**src/rtl/serial_add_pkg.sv**
```systemverilog
// Shared types and constants for the bit-serial add/subtract controller.
package serial_add_pkg;

    // Controller sequencing states.
    typedef enum logic [1:0] {
        IDLE = 2'd0,
        RUN  = 2'd1,
        DONE = 2'd2
    } state_t;

    // Operation select encoding for op_sub.
    localparam logic OP_ADD = 1'b0;
    localparam logic OP_SUB = 1'b1;

endpackage

```
**src/rtl/bit_add_cell.sv**
```systemverilog
// One-bit combinational full adder; the only arithmetic in the controller.
module bit_add_cell (
    input  logic a,
    input  logic b,
    input  logic cin,
    output logic s,
    output logic c
);

    // Sum and majority carry.
    assign s = a ^ b ^ cin;
    assign c = (a & b) | (a & cin) | (b & cin);

endmodule

```
**src/rtl/serial_add_ctrl.sv**
```systemverilog
// Bit-serial add/subtract controller: time-shares one full-adder cell over
// WIDTH-bit operands, LSB first, one bit per clock.
//
// Handshakes: a transfer happens on a rising edge where valid && ready are both
// high. in_ready and out_valid depend on the state register only, so neither
// in_valid nor out_ready has a combinational path to any output. The producer
// holds operands only in the handshake cycle; the result stays on sum/cout/ovf
// with out_valid high until the consumer raises out_ready.
module serial_add_ctrl
    import serial_add_pkg::*;
#(
    parameter int WIDTH = 8
) (
    input  logic             clk,
    input  logic             rst_n,
    input  logic             in_valid,
    output logic             in_ready,
    input  logic             op_sub,
    input  logic [WIDTH-1:0] a,
    input  logic [WIDTH-1:0] b,
    output logic             out_valid,
    input  logic             out_ready,
    output logic [WIDTH-1:0] sum,
    output logic             cout,
    output logic             ovf,
    output logic             busy,
    output state_t           dbg_state
);

    localparam int            CW   = (WIDTH > 1) ? $clog2(WIDTH) : 1;
    localparam logic [CW-1:0] LAST = CW'(WIDTH - 1);

    state_t            state;
    state_t            next_state;
    logic [CW-1:0]     cnt;
    logic [WIDTH-1:0]  a_sr;
    logic [WIDTH-1:0]  b_sr;
    // Partial sum bits 0..WIDTH-2; the MSB comes straight from the cell on
    // the last cycle, so the staging register is one bit narrower.
    logic [WIDTH-2:0]  sum_sr;
    logic [WIDTH-1:0]  sum_next;
    logic              carry;
    logic              cell_s;
    logic              cell_c;
    logic [WIDTH-1:0]  sum_q;
    logic              cout_q;
    logic              ovf_q;
    logic              last_bit;

    bit_add_cell u_cell (
        .a   (a_sr[0]),
        .b   (b_sr[0]),
        .cin (carry),
        .s   (cell_s),
        .c   (cell_c)
    );

    assign sum_next = {cell_s, sum_sr};
    assign last_bit = (cnt == LAST);

    // State register.
    always_ff @(posedge clk or negedge rst_n) begin
        if (!rst_n) begin
            state <= IDLE;
        end else begin
            state <= next_state;
        end
    end

    // Next-state decode.
    always_comb begin
        next_state = state;
        unique case (state)
            IDLE:    if (in_valid) next_state = RUN;
            RUN:     if (last_bit) next_state = DONE;
            DONE:    if (out_ready) next_state = IDLE;
            default: next_state = IDLE;
        endcase
    end

    // Operand load, per-bit shifting and result capture on the last bit.
    always_ff @(posedge clk or negedge rst_n) begin
        if (!rst_n) begin
            cnt    <= '0;
            a_sr   <= '0;
            b_sr   <= '0;
            sum_sr <= '0;
            carry  <= 1'b0;
            sum_q  <= '0;
            cout_q <= 1'b0;
            ovf_q  <= 1'b0;
        end else begin
            unique case (state)
                IDLE: begin
                    if (in_valid) begin
                        // Subtract is a + ~b + 1: invert B and seed the carry.
                        a_sr   <= a;
                        b_sr   <= (op_sub == OP_SUB) ? ~b : b;
                        carry  <= (op_sub == OP_SUB);
                        sum_sr <= '0;
                        cnt    <= '0;
                    end
                end
                RUN: begin
                    a_sr   <= a_sr >> 1;
                    b_sr   <= b_sr >> 1;
                    sum_sr <= sum_next[WIDTH-1:1];
                    carry  <= cell_c;
                    if (last_bit) begin
                        // carry still holds the carry into the MSB here.
                        sum_q  <= sum_next;
                        cout_q <= cell_c;
                        ovf_q  <= carry ^ cell_c;
                    end else begin
                        cnt <= cnt + CW'(1);
                    end
                end
                default: ;
            endcase
        end
    end

    assign in_ready  = (state == IDLE);
    assign out_valid = (state == DONE);
    assign busy      = (state == RUN);
    assign sum       = sum_q;
    assign cout      = cout_q;
    assign ovf       = ovf_q;
    assign dbg_state = state;

endmodule

```
**config.mk**
```make
export PLATFORM = sky130hd
export DESIGN_NAME = serial_add_ctrl
export DESIGN_NICKNAME = d
export VERILOG_FILES = /design/src/rtl/serial_add_pkg.sv /design/src/rtl/bit_add_cell.sv /design/src/rtl/serial_add_ctrl.sv
export SDC_FILE = /design/constraint.sdc
export NUM_CORES = 1
export LEC_CHECK = 0
export CORE_UTILIZATION = 54
export DETAILED_ROUTE_END_ITERATION = 12
export PLACE_DENSITY = 0.89
export SYNTH_ARGS = -nofsm -noshare
export SYNTH_HDL_FRONTEND = slang
export SYNTH_SLANG_ARGS = --single-unit
export TNS_END_PERCENT = 100
```
**constraint.sdc**
```tcl
create_clock -name clk -period 4 [get_ports clk]
set_input_delay 0.4 -clock clk [delete_from_list [all_inputs] [get_ports clk]]
set_output_delay 0.4 -clock clk [all_outputs]
set_load 0.01 [all_outputs]
```
# == Word level (Yosys, flattened, before mapping) ==
# Cells that the tools add are included.
# word_totals
register_bits,39
inputBits,21
elab_cells,48
# op_classes
n_addsub,1
n_eq_ne,7
n_mux,16
n_bitwise,9
n_reduce_logical,6
# ops
operator,count
8-bit one-hot mux with 2 select lines,2
8-bit 2-to-1 mux,3
7-bit one-hot mux with 2 select lines,1
8-bit inverter,1
7-bit 2-to-1 mux,1
2-bit 2-to-1 mux,3
3-bit 2-to-1 mux,2
2-bit one-hot mux with 3 select lines,1
3-bit one-hot mux with 2 select lines,1
3-bit AND reduction,2
2-bit by 1-bit inequality test with 1-bit output (second input constant),2
2-bit inequality test (second input constant),2
2-bit AND reduction,2
3-bit by 1-bit adder with 3-bit output (second input constant),1
1-bit bitwise AND,3
3-bit equality test (second input constant),1
1-bit bitwise XOR,3
2-bit by 1-bit equality test with 1-bit output (second input constant),1
2-bit equality test (second input constant),1
2-bit zero test,1
1-bit bitwise OR,2
1-bit one-hot mux with 2 select lines,1
2-bit nonzero test,1
1-bit 2-to-1 mux,1

# == Longest topological paths before layout ==
# Gate-level depths: netlist (run 1).
# logic_depth
depth_word,4
ltp_mapped,6
depth_no_buf,5

# == Modules after synthesis ==
# Synthesis (run 1) repeated with hierarchy kept, for this count alone.
# unflattened
hier_cells,150
hier_area_um2,1730.4
# modules_own_cells
mod,n_inst,cells_each,area_per_inst_um2,seq_area_each_um2
serial_add_ctrl,1,149,1710.4,975.9
bit_add_cell,1,1,20.0,0.0

# == Worst setup path after synthesis (run 1) ==
# No wires, ideal clock.
# synth_timing
path_type,register to register
startpoint,register cnt[0]
endpoint,"register cout_q, in the netlist cout"
setup_ps,125
t_arrival_ps,1413
slack_ps,2462
path_stages_with_launch,6
n_path_buf,1
cell_sequence,dfrtp_1 -> ha_1 -> ha_1 -> nand3b_1 -> buf_2 -> mux2_2
# synth_via
elab_chain_cells,2
# synth_rtl
element,line_no,source
start: declaration,serial_add_ctrl.sv:35,logic [CW-1:0] cnt;
start signal: assignment,serial_add_ctrl.sv:115,cnt <= cnt + CW'(1);
3-bit equality test,serial_add_ctrl.sv:59,assign last_bit = (cnt == LAST);
2-bit AND reduction (no line),-,
end signal: assignment,serial_add_ctrl.sv:112,cout_q <= cell_c;
end: declaration,serial_add_ctrl.sv:46,logic cout_q;
# Every way passes these cells.
# A chain may end at the register's enable or synchronous reset.

# == Worst setup path after layout (run 1) ==
# layout_timing
startpoint,"register state[0], in the netlist dbg_state[0]"
endpoint,output busy
# layout_via
elab_chain_cells,1
# layout_rtl
element,line_no,source
start: declaration,serial_add_ctrl.sv:33,state_t state;
start signal: assignment,serial_add_ctrl.sv:66,state <= next_state;
2-bit by 1-bit equality test with 1-bit output,serial_add_ctrl.sv:125,assign busy = (state == RUN);
end: declaration,serial_add_ctrl.sv:26,"output logic busy,"
# Every way passes these cells.

==> results of run 1 <==
==> kinds of logic (layout without fill, tap and decap cells) <==
logic type      count (synthesis)  count (layout)  share of synthesized area
fa+ha+maj                       3               3                     0.0259
mux                            18              18                      0.111
flops                          39              39                      0.561
xor+xnor                        9               9                     0.0453
compound gates                 32              32                      0.131
simple gates                   34              34                     0.0878
buf+inv                        11              45                     0.0381
==> how the worst max path moves through the flow <==
stage                             from   end  slack [ns]  cells past startpoint
after CTS                 dbg_state[0]  busy        1.40                      2
after global placement    dbg_state[0]  busy        1.82                      2
final                     dbg_state[0]  busy        1.39                      2
after detailed placement  dbg_state[0]  busy        1.78                      2
after floorplan                 cnt[0]  cout        2.46                      5
after global routing      dbg_state[0]  busy        1.25                      2
==> area by class of cell <==
cell class	instances	area, um2	area share
Clock buffer	6	51.3	0.0236
Clock inverter	2	35.0	0.0161
Inverter	2	7.51	0.00346
Multi-Input combinational cell	96	701	0.323
Sequential cell	39	976	0.450
Tap cell	44	55.1	0.0254
Timing Repair Buffer	35	345	0.159
==> cell usage in the layout (no fill, tap or decap), drive strengths merged, types with 2 or more instances in the layout <==
cell type	n
clkdlybuf4s50	34
nor2b	4
mux2	10
nor2	3
a22o	9
ha	2
o21ai	12
clkbuf	6
nand2	25
o221ai	6
xnor2	9
inv	2
mux2i	8
dfrtp	39
==> state kept, by name, summed over array words and instances (netlist names) <==
name,cells
a_sr,8
b_sr,8
sum,8
sum_sr,7
cnt,3
dbg_state,2
carry,1
cout,1
ovf,1
==> through the flow <==
stage / setup WS (ns) / cell area (um2) / total power [mW] / utilization / hold WS (ns)
after global routing: 1.25 / 2170 / 1.72 / 0.711 / 0.183
after global placement: 1.82 / 2080 / 1.29 / 0.683 / 0.460
final: 1.39 / 2170 / 1.60 / 0.711 / 0.140
after detailed placement: 1.78 / 2080 / 1.34 / 0.683 / 0.475
after floorplan: 2.46 / 1740 / 1.12 / - / 0.104
after CTS: 1.40 / 2170 / 1.61 / 0.711 / 0.157
==> metal layers <==
| layer | up-vias | share of wire | track usage |
|---|---|---|---|
| met5 | - | 0 | 0 |
| met4 | 0 | 0.0079 | 0.0510 |
| li1 | 578 | - | - |
| met1 | 580 | 0.43 | 0.248 |
| met2 | 41 | 0.51 | 0.390 |
| met3 | 2 | 0.048 | 0.0593 |
==> worst max-delay path: stages, from the launching register on <==
cell and delay (ns):
dfrtp_1 0.66, nor2b_4 0.57, clkdlybuf4s50_1 0.64
==> power by group <==
part           internal (mW)  switching (mW)
registers              0.562           0.127
clock network          0.148           0.126
logic                  0.347           0.291
==> flow_summary.yaml, run 1 <==
place:
  numPortBuffers: 35
  hpwl_um: 2270
  dp.cells: 216
  gp_congestion: 0.797
yosys:
  synth_edf_count: 0
  yosysTopAreaCell: "dfrtp_1"
  syn_inst: 146
  syn_nets: 170
  netlist_area_um2: 1740
  ys_top_cells_by_count: "dfrtp_1 (39), nand2_1 (25), mux2_2 (10), o21ai_0 (10)"
  syn_area_per_cell_um2: 11.9
  ys.flop_type: "dfrtp_1"
  synth_top_area_share: 0.561
  yosysSeqAreaShare: 0.561
  yosys-top-cells-area: "dfrtp_1 (56%), mux2_2 (6.5%), nand2_1 (5.4%)"
  ys.warnings.count: 0
  synth.most_common_cell: "dfrtp_1"
  ys_types: 27
  ys_ff_latch: 39
  async_flop_share: 1.00
sta:
  period_needed_ns: 2.61
  worst_pin_slew_ns: 1.04
  rsz0062_at_grt: "false"
  fin_tns_setup_ns: 0
  maxSlewViolCount: 0
  setup_viol: 0
  post-route-period-util: 0.651
  fmax_mhz: 384
  finClkSkew_ns: 0.0124
  max_slew_margin: 0.306
  hold_viol: 0
die:
  initial_utilization: 0.570
  rows: 20
  die_w_um: 58.8
  die_h_um: 58.8
  core_area_um2: 3050
  die_area_um2: 3450
  io_pins: 36
finish:
  syn2layout_area_growth_pct: 24.8
  fillers: 229
  drive_gt1_frac: 0.117
  nets: 203
  n_antenna_cell: 0
  layout.cells.non_filler: 224
clock_network:
  cts_max_path_buffers: 2
  cts_tree: "built"
  ctsHtreeMaxLevel: 2
  cts_setup_buffers: 0
  clkTransAtPathRegs_ns: 0.12
  cts.sinks: 39
  cts_buffers: 5
  postCtsHoldBufs: 0
  clk-insertion-delay-late_ns: 0.34
  root_buffer: "clkbuf_4"
  cts_resized: 0
route:
  wl_per_cell_um: 14.1
  postRouteWirelength_um: 3150
  drt-vias-per-instance: 5.36
  drt-pass1-iter-count: 4
  drc: 0
  first_iter_violations: 49
  antenna_left: 0
  route.vias.total: 1201
power_and_ir_drop:
  p_per_area_nw_per_um2: 738
  p_leak_nw: 0.966
  irDropWorstVdd_v: 0.000371
flow_run:
  max-cap-violations: 0
setup_path:
  crit_path_start_kind: "flop"
  cp-end-kind: "output pin"
  r2r_end: "a_sr[6]"
  worst-endpoint-arrival_ns: 2.21
  regToRegSetupSlack_ns: 2.15
  crit_type: "flop to output pin"
  ff2ff_path_depth: 2
  r2r_start: "dbg_state[0]"
  crit_path_max_fanout: 18
  cp.required_ns: 3.60
min_path:
  hp-class: "primary input to asynchronous set/reset pin"
global_routing:
  grt_max_degree: 40
  antenna_found_initial: 0
  grtUsageTotal: 0.214
  grt_pass1_wl_um: 5440
  overflow: 0
  grt_pass1_vias: 1240
run_status:
  status: "finished clean"
Power figures use the tool's default switching activity.
==> inputs of run 2 (changes only) <==
- CORE_UTILIZATION: 54 -> 50
- PLACE_DENSITY: 0.89 -> 0.83
- clock period: 4 -> 2.4 ns (I/O delays scaled with it)
==> flow_summary.yaml, run 2 (synthesized netlist as in run 1, its figures left out) <==
sta:
  hold_viol: 27
  period_needed_ns: 2.11
  fmax_mhz: 474
  rsz0062_at_grt: "false"
  post-route-period-util: 0.879
  maxSlewViolCount: 0
  setup_viol: 0
  fin_tns_setup_ns: 0
  finClkSkew_ns: 0.0153
  worst_pin_slew_ns: 0.843
  holdWs_ns: -0.0121
  max_slew_margin: 0.438
clock_network:
  cts_max_path_buffers: 2
  clkTransAtPathRegs_ns: 0.11
  cts_setup_buffers: 0
  cts.sinks: 39
  cts_buffers: 5
  postCtsHoldBufs: 0
  ctsHtreeMaxLevel: 2
  root_buffer: "clkbuf_4"
  clk-insertion-delay-late_ns: 0.34
  cts_tree: "built"
  cts_resized: 0
setup_path:
  slowest_stage: "dfrtp_1"
  worstPathCellList: "inv_1 > nor2_1 > clkdlybuf4s50_1"
  critical-path-top-delay-family: "buffers and inverters"
  r2r_start: "cnt[0]"
  setup.worst_path.end: "out_valid"
  regToRegSetupSlack_ns: 0.64
  startpoint: "dbg_state[1]"
  crit_path_max_fanout: 14
  ff2ff_path_depth: 4
  cp.required_ns: 2.16
  cp-end-kind: "output pin"
  worst-endpoint-arrival_ns: 1.87
  crit_path_start_kind: "flop"
  critical-path-max-stage-delay_ns: 0.67
  cp.buffers_inverters: 2
  critical_path_depth: 3
  crit_type: "flop to output pin"
  r2r_end: "sum[1]"
finish:
  syn2layout_area_growth_pct: 25.8
  nets: 205
  layout_commonest_cell: "dfrtp_1"
  multi_input_area_um2: 701
  design_area_um2: 2190
  fillers: 269
  mostFrequentLayoutCells: "dfrtp_1 (39), clkdlybuf4s50_1 (34), nand2_1 (25)"
  layout.cells.non_filler: 228
  ff_latch_area_um2: 976
  n_antenna_cell: 0
  drive_gt1_frac: 0.126
route:
  postRouteWirelength_um: 3160
  antenna_left: 0
  first_iter_violations: 71
  drc: 0
  wl_per_cell_um: 13.9
  route.vias.total: 1227
  drt-pass1-iter-count: 4
  drt-vias-per-instance: 5.38
die:
  die_w_um: 61.0
  die_area_um2: 3720
  io_pins: 36
  die_h_um: 61.0
  initial_utilization: 0.521
  rows: 21
  core_area_um2: 3340
run_status:
  status: "finished with violations"
  violations: "hold timing"
min_path:
  hp-class: "primary input to asynchronous set/reset pin"
flow_run:
  max-cap-violations: 0
place:
  placed_cell_area_um2: 2100
  gp_congestion: 0.755
  dp.cells: 220
  hpwl_um: 2250
  numPortBuffers: 35
global_routing:
  antenna_found_initial: 0
  grt_max_degree: 40
  grt_pass1_wl_um: 5390
  grt_busiest_layer: "met2"
  use_met1: 0.240
  grt_pass1_vias: 1204
  grtUsageTotal: 0.200
  grt_use_met2: 0.345
  met3_usage: 0.0597
  overflow: 0
power_and_ir_drop:
  irDropWorstVdd_v: 0.000592
  p_leak_nw: 0.976
  finalPower_mw: 2.69
  p_per_area_nw_per_um2: 1230
==> run 2: cell count changes in the layout (fill, tap and decap cells not counted) <==
| cell | previous run | this run |
|---|---|---|
| buf_4 | 0 | 2 |
==> run 2: metrics by stage <==
stage / hold slack [ns] / util / worst slack [ns]
after floorplan: -0.0556 / - / 0.862
after global placement: 0.381 / 0.630 / 0.672
after detailed placement: 0.393 / 0.630 / 0.618
after CTS: 0.00890 / 0.656 / 0.282
after global routing: 0.0404 / 0.656 / 0.184
final: -0.0121 / 0.656 / 0.291
==> run 2: worst min-delay path by stage <==
stage,to,slack [ns]
final,sum[0],-0.01
after global routing,carry,0.04
after floorplan,a_sr[0],-0.06
after global placement,sum[0],0.38
after detailed placement,sum[0],0.39
after CTS,carry,0.009
==> run 2: per-layer routing <==
| layer | wire (um) | vias up |
|---|---|---|
| li1 | - | 578 |
| met1 | 1380 | 609 |
| met2 | 1590 | 35 |
| met3 | 149 | 5 |
| met4 | 38 | 0 |
| met5 | 0 | - |
==> run 2: worst register-to-register path, delay by kind of cell, from the launching register on <==
family                   cells  cell delay, ns
adder cells (fa/ha/maj)      2            0.42
flip-flops                   1            0.41
multiplexers                 1            0.41
AND/OR/NAND/NOR              1            0.43
==> run 2: area by class of cell <==
class,instances,share of cell area
multi-input combinational,96,0.320
clock buffer,6,0.0234
clock inverter,2,0.0160
tap,46,0.0263
inverter,2,0.00343
sequential,39,0.446
timing repair buffer,37,0.165
==> run 2: report_power, final <==
part	internal [mW]	switching (mW)
combinational	0.597	0.478
sequential	0.937	0.219
clock	0.246	0.211
==> inputs of run 3 (changes only) <==
- SKIP_LAST_GASP: default -> 1
==> results of run 3 <==
No change in the layout: final DEF, timing and power equal those of run 2.
==> RTL edit 1: new RTL, settings of run 3 <==
`WIDTH`: 8 -> 4.
--- a/src/rtl/serial_add_ctrl.sv
+++ b/src/rtl/serial_add_ctrl.sv
@@ -10,5 +10,5 @@
     import serial_add_pkg::*;
 #(
-    parameter int WIDTH = 8
+    parameter int WIDTH = 4
 ) (
     input  logic             clk,
Interface: changed (resized a, b and sum); port bits go from 36 to 24. No check against the original RTL was run, so the function may have changed too.
==> RTL edit 1 against run 3 <==
  * Area after synthesis down 40%
  * Cell area down 40%
  * Critical path depth down 1
  * Count of clock-buffer cells in the layout down 3
  * Final cell count down 38%
  * Maximum frequency up 8.5%
  * Routed wire length down 37%
  * Power down 42%
  * Setup slack better by 0.17 ns
  * Sequential power down 41%
  * Sequential cell count down 17
  * Clock skew down 0.014 ns
  * Critical path type unchanged
  * Largest cell class unchanged
==> RTL edit 1: results (changes against run 3) <==
Outcome
  – Status: completed (was finished with violations)

Timing
  – Slew @ Worst Pin: 0.5129 ns (was 0.8435 ns)
  – Worst Skew: 0.001163 ns (was 0.01530 ns)

GRT
  – First-pass GRT wire length: 3180 µm (was 5388 µm)
  – Gr usage total: 0.2074 (was 0.2002)
  – Largest net degree at the start of global routing: 23 (was 40)

Logic synthesis
  – Post-Syn Instances: 90 (was 146)
  – Synth Area in Adders: 0.03136 (was 0.02590)
  – Post-synthesis mux area share: 0.06393 (was 0.1108)
  – Syn_nets: 105 (was 170)
  – Xor/xnor share of the synthesized area: 0.04222 (was 0.04532)

Cells and area
  – Sequential share of cell area: 0.4186 (was 0.4460)
  – FFs & Latches: 22 (was 39)
  – Fraction of area in multi-input gates: 0.3435 (was 0.3202)
  – FF+latch area: 550.5 µm² (was 975.9 µm²)
  – Filler instances: 172 (was 269)
  – Fraction of layout cells with a size suffix above 1: 0.1053 (was 0.1264)
  – Non-Clock Buffer Count: 25 (was 37)
  – Clock buf/inv share: 0.01713 (was 0.03945)

Placement
  – Placed Cells: 138 (was 220)
  – DP Worst Slack: 0.6467 ns (was 0.6184 ns)
  – RePlAce Congestion: 0.8149 (was 0.7550)

Detailed routing
  – Initial DRC count: 16 (was 71)
  – Drt via density: 5.582 (was 5.382)

Critical path
  – FF-to-FF setup slack: 0.80 ns (was 0.64 ns)
  – CP endpoint: busy (was out_valid)
  – Crit path from: dbg_state[0]$_DFFE_PN0P_ (was dbg_state[1]$_DFFE_PN0P_)

Clocking
  – Num CTS Buffers: 3 (was 5)
  – Clock latency on the worst-skew pair: 0.30 ns (was 0.34 ns)
  – Htree depth: 1 (was 2)

Power
  – Pwr/cell area: 1188 nW/µm² (was 1228 nW/µm²)
  – Sw Ratio: 0.3629 (was 0.3378)
  – Clock power share: 0.105 (was 0.170)
RTL edit 1: cell count changes in the layout (fill, tap and decap cells not counted), moves of 5 or more:
cell	change
mux2i_1	-7
clkdlybuf4s50_1	-11
nand2_1	-22
o221ai_1	-6
xnor2_1	-8
mux2_2	-5
a21oi_1	+6
dfrtp_1	-17
RTL edit 1: kinds of logic (layout without fill, tap and decap cells):
kind of cell             count (synthesis)  in the layout
AO/OA/AOI/OAI                           29             29
flip-flops                              22             22
AND/OR/NAND/NOR                         19             19
buffers and inverters                    7             31
multiplexers                             6              6
XOR/XNOR                                 5              5
adder cells (fa/ha/maj)                  2              2
RTL edit 1: per-layer routing:
layer	track usage	vias up	wire, µm
li1	-	372	-
met1	0.2470	387	837
met2	0.3616	24	1035
met3	0.03396	4	89
met4	0.1056	0	37
met5	0	-	0
==> RTL edit 2: new RTL, flow settings as in run 3 <==
Without the edit above. Put one more register stage on the output `dbg_state`. The value now appears one clock later. The other outputs are not delayed to match.
--- a/src/rtl/serial_add_ctrl.sv
+++ b/src/rtl/serial_add_ctrl.sv
@@ -127,5 +127,7 @@
     assign cout      = cout_q;
     assign ovf       = ovf_q;
-    assign dbg_state = state;
+    always_ff @(posedge clk) begin
+        dbg_state <= state;
+    end
 
 endmodule
Function: changed (Yosys sat finds a counterexample within 4 cycles, from zero or initial values and one cycle with rst_n low).
==> RTL edit 2 against run 3 <==
  * The run still ends with negative hold slack left
  * Cell area is 1.4% higher
  * Sequential cell count rose by 2
  * Die area grew 2.1%
  * Synthesized cell count rose by 1.4%
  * Hold slack worse by 0.014 ns
  * Maximum frequency fell by 1.2%
  * Critical path depth unchanged
  * Final cell count up 0.88%
  * Power is 1.1% higher
  * Area after synthesis rose by 2.2%
  * Routed wire length up 5.6%
  * Setup slack worse by 0.025 ns
  * Sequential power rose by 3%
  * Critical endpoint unchanged
  * Highest routed layer unchanged
==> RTL edit 2: results (changes against run 3) <==
Outcome
  – Status: finished with violations (unchanged)
  – Failing checks: negative hold slack (unchanged)

Placement
  – DP Area: 2142 µm² (was 2102 µm²)
  – RePlAce Congestion: 0.7300 (was 0.7550)
  – HPWL after DPL: 2411 µm (was 2250 µm)
  – Placed Cells: 222 (was 220)

Timing
  – Worst Skew: 0.01103 ns (was 0.01530 ns)
  – Max-slew headroom: 0.4422 (was 0.4377)
  – Hold slack final: -0.02592 ns (was -0.01207 ns)
  – Fin. Hold Viols: 31 (was 27)

Detailed routing
  – Detailed Route WL: 3336 µm (was 3158 µm)
  – WL/cell: 14.50 µm (was 13.85 µm)
  – Vias: 1,239 (was 1,227)
  – Initial DRC count: 61 (was 71)

GRT
  – Gr usage total: 0.2080 (was 0.2002)
  – First-pass GRT wire length: 5451 µm (was 5388 µm)
  – Vias in the first global route: 1,250 (was 1,204)

Power
  – Internal Power: 1.798 mW (was 1.780 mW)
  – Lkg Pwr: 0.9865 nW (was 0.9759 nW)
  – Worst VDD drop: 0.0006996 V (was 0.0005918 V)

Clocking
  – Post-CTS Repair Setup Buffers: 0 (unchanged)
  – Num CTS Buffers: 5 (unchanged)
  – Clk slew on worst S/H paths: 0.12 ns
  – Htree depth: 2 (unchanged)

Logic synthesis
  – Sequential-to-total area share from yosys stat: 0.5718 (was 0.5612)
  – Post-Syn Instances: 148 (was 146)
  – Syn_nets: 172 (was 170)
  – Synth area leaders: dfrtp_1 (55%), mux2_2 (6.3%), nand2_1 (5.3%), mux2i_1 (4.5%), a22o_1 (4.4%) (was dfrtp_1 (56%), mux2_2 (6.5%), nand2_1 (5.4%), mux2i_1 (4.6%), a22o_1 (4.5%))

Cells and area
  – Fraction of layout cells with a size suffix above 1: 0.1196 (was 0.1264)
  – Final nets: 207 (was 205)

Critical path
  – Worst Path Arrival: 1.89 ns (was 1.87 ns)
## RTL edit 2: cell types whose count changed in the layout (fill, tap and decap cells not counted), sizes merged
cell          run 3  this run
dfxtp             0         2
## RTL edit 2: final timing paths
| kind | slack, ns | from | cells past startpoint | endpoint |
|---|---|---|---|---|
| worst max-delay path | 0.27 | state[1]$_DFFE_PN0P_ | 3 | out_valid |
| worst min-delay path | -0.03 | rst_n | 1 | sum[1]$_DFFE_PN0P_ |
| worst max register to register | 0.65 | cnt[0]$_DFFE_PN0P_ | 4 | sum[4]$_DFFE_PN0P_ |
| worst min register to register | 0.50 | b_sr[4]$_DFFE_PN0P_ | 2 | b_sr[4]$_DFFE_PN0P_ |
| max in group asynchronous | 1.89 | rst_n | 1 | b_sr[2]$_DFFE_PN0P_ |
| min in group clk | 0.45 | out_ready | 2 | state[1]$_DFFE_PN0P_ |
## RTL edit 2: cell type report
| cell class | instances | area (µm²) |
|---|---|---|
| clock buffers | 6 | 41.29 |
| multi-input cells | 96 | 700.7 |
| inverters | 2 | 7.507 |
| fillers | 299 | 1145 |
| clock inverters | 2 | 35.03 |
| repair buffers | 37 | 360.3 |
| well taps | 46 | 57.56 |
| flip-flops and latches | 41 | 1016 |
## RTL edit 2: per-stage QoR
step                setup slack [ns]  total power [mW]
finish                        0.2660             2.717
global route                  0.1746             2.921
CTS                           0.2601             2.746
detailed placement            0.6439             2.315
global placement              0.6719             2.239
floorplan                     0.8622             1.912
## RTL edit 2: kinds of logic after synthesis
| family | share of synthesized area |
|---|---|
| compound gates | 0.1282 |
| fa+ha+maj | 0.02535 |
| mux | 0.1085 |
| xor+xnor | 0.04437 |
| simple gates | 0.08592 |
| flops | 0.5718 |
| buf+inv | 0.03591 |
## RTL edit 2: critical path, stage by stage (launching register included)
cell and delay, ns:
dfrtp_1 0.68, inv_1 0.18, nor2_1 0.13, clkdlybuf4s50_1 0.55
## RTL edit 2: layer usage
layer | routed length (µm) | global-route usage | up-vias
li1 | - | - | 588
met1 | 1345 | 0.2319 | 603
met2 | 1742 | 0.3656 | 42
met3 | 197 | 0.07353 | 6
met4 | 50 | 0.07619 | 0
met5 | 0 | 0 | -
## RTL edit 2: power groups by stage
stage	clock, mW	sequential [mW]	combinational [mW]
final	0.434	1.20	1.08
after global routing	0.477	1.24	1.20
after CTS	0.443	1.20	1.10
after detailed placement	0	1.22	1.10
after global placement	0	1.20	1.04
after floorplan	0	1.18	0.735
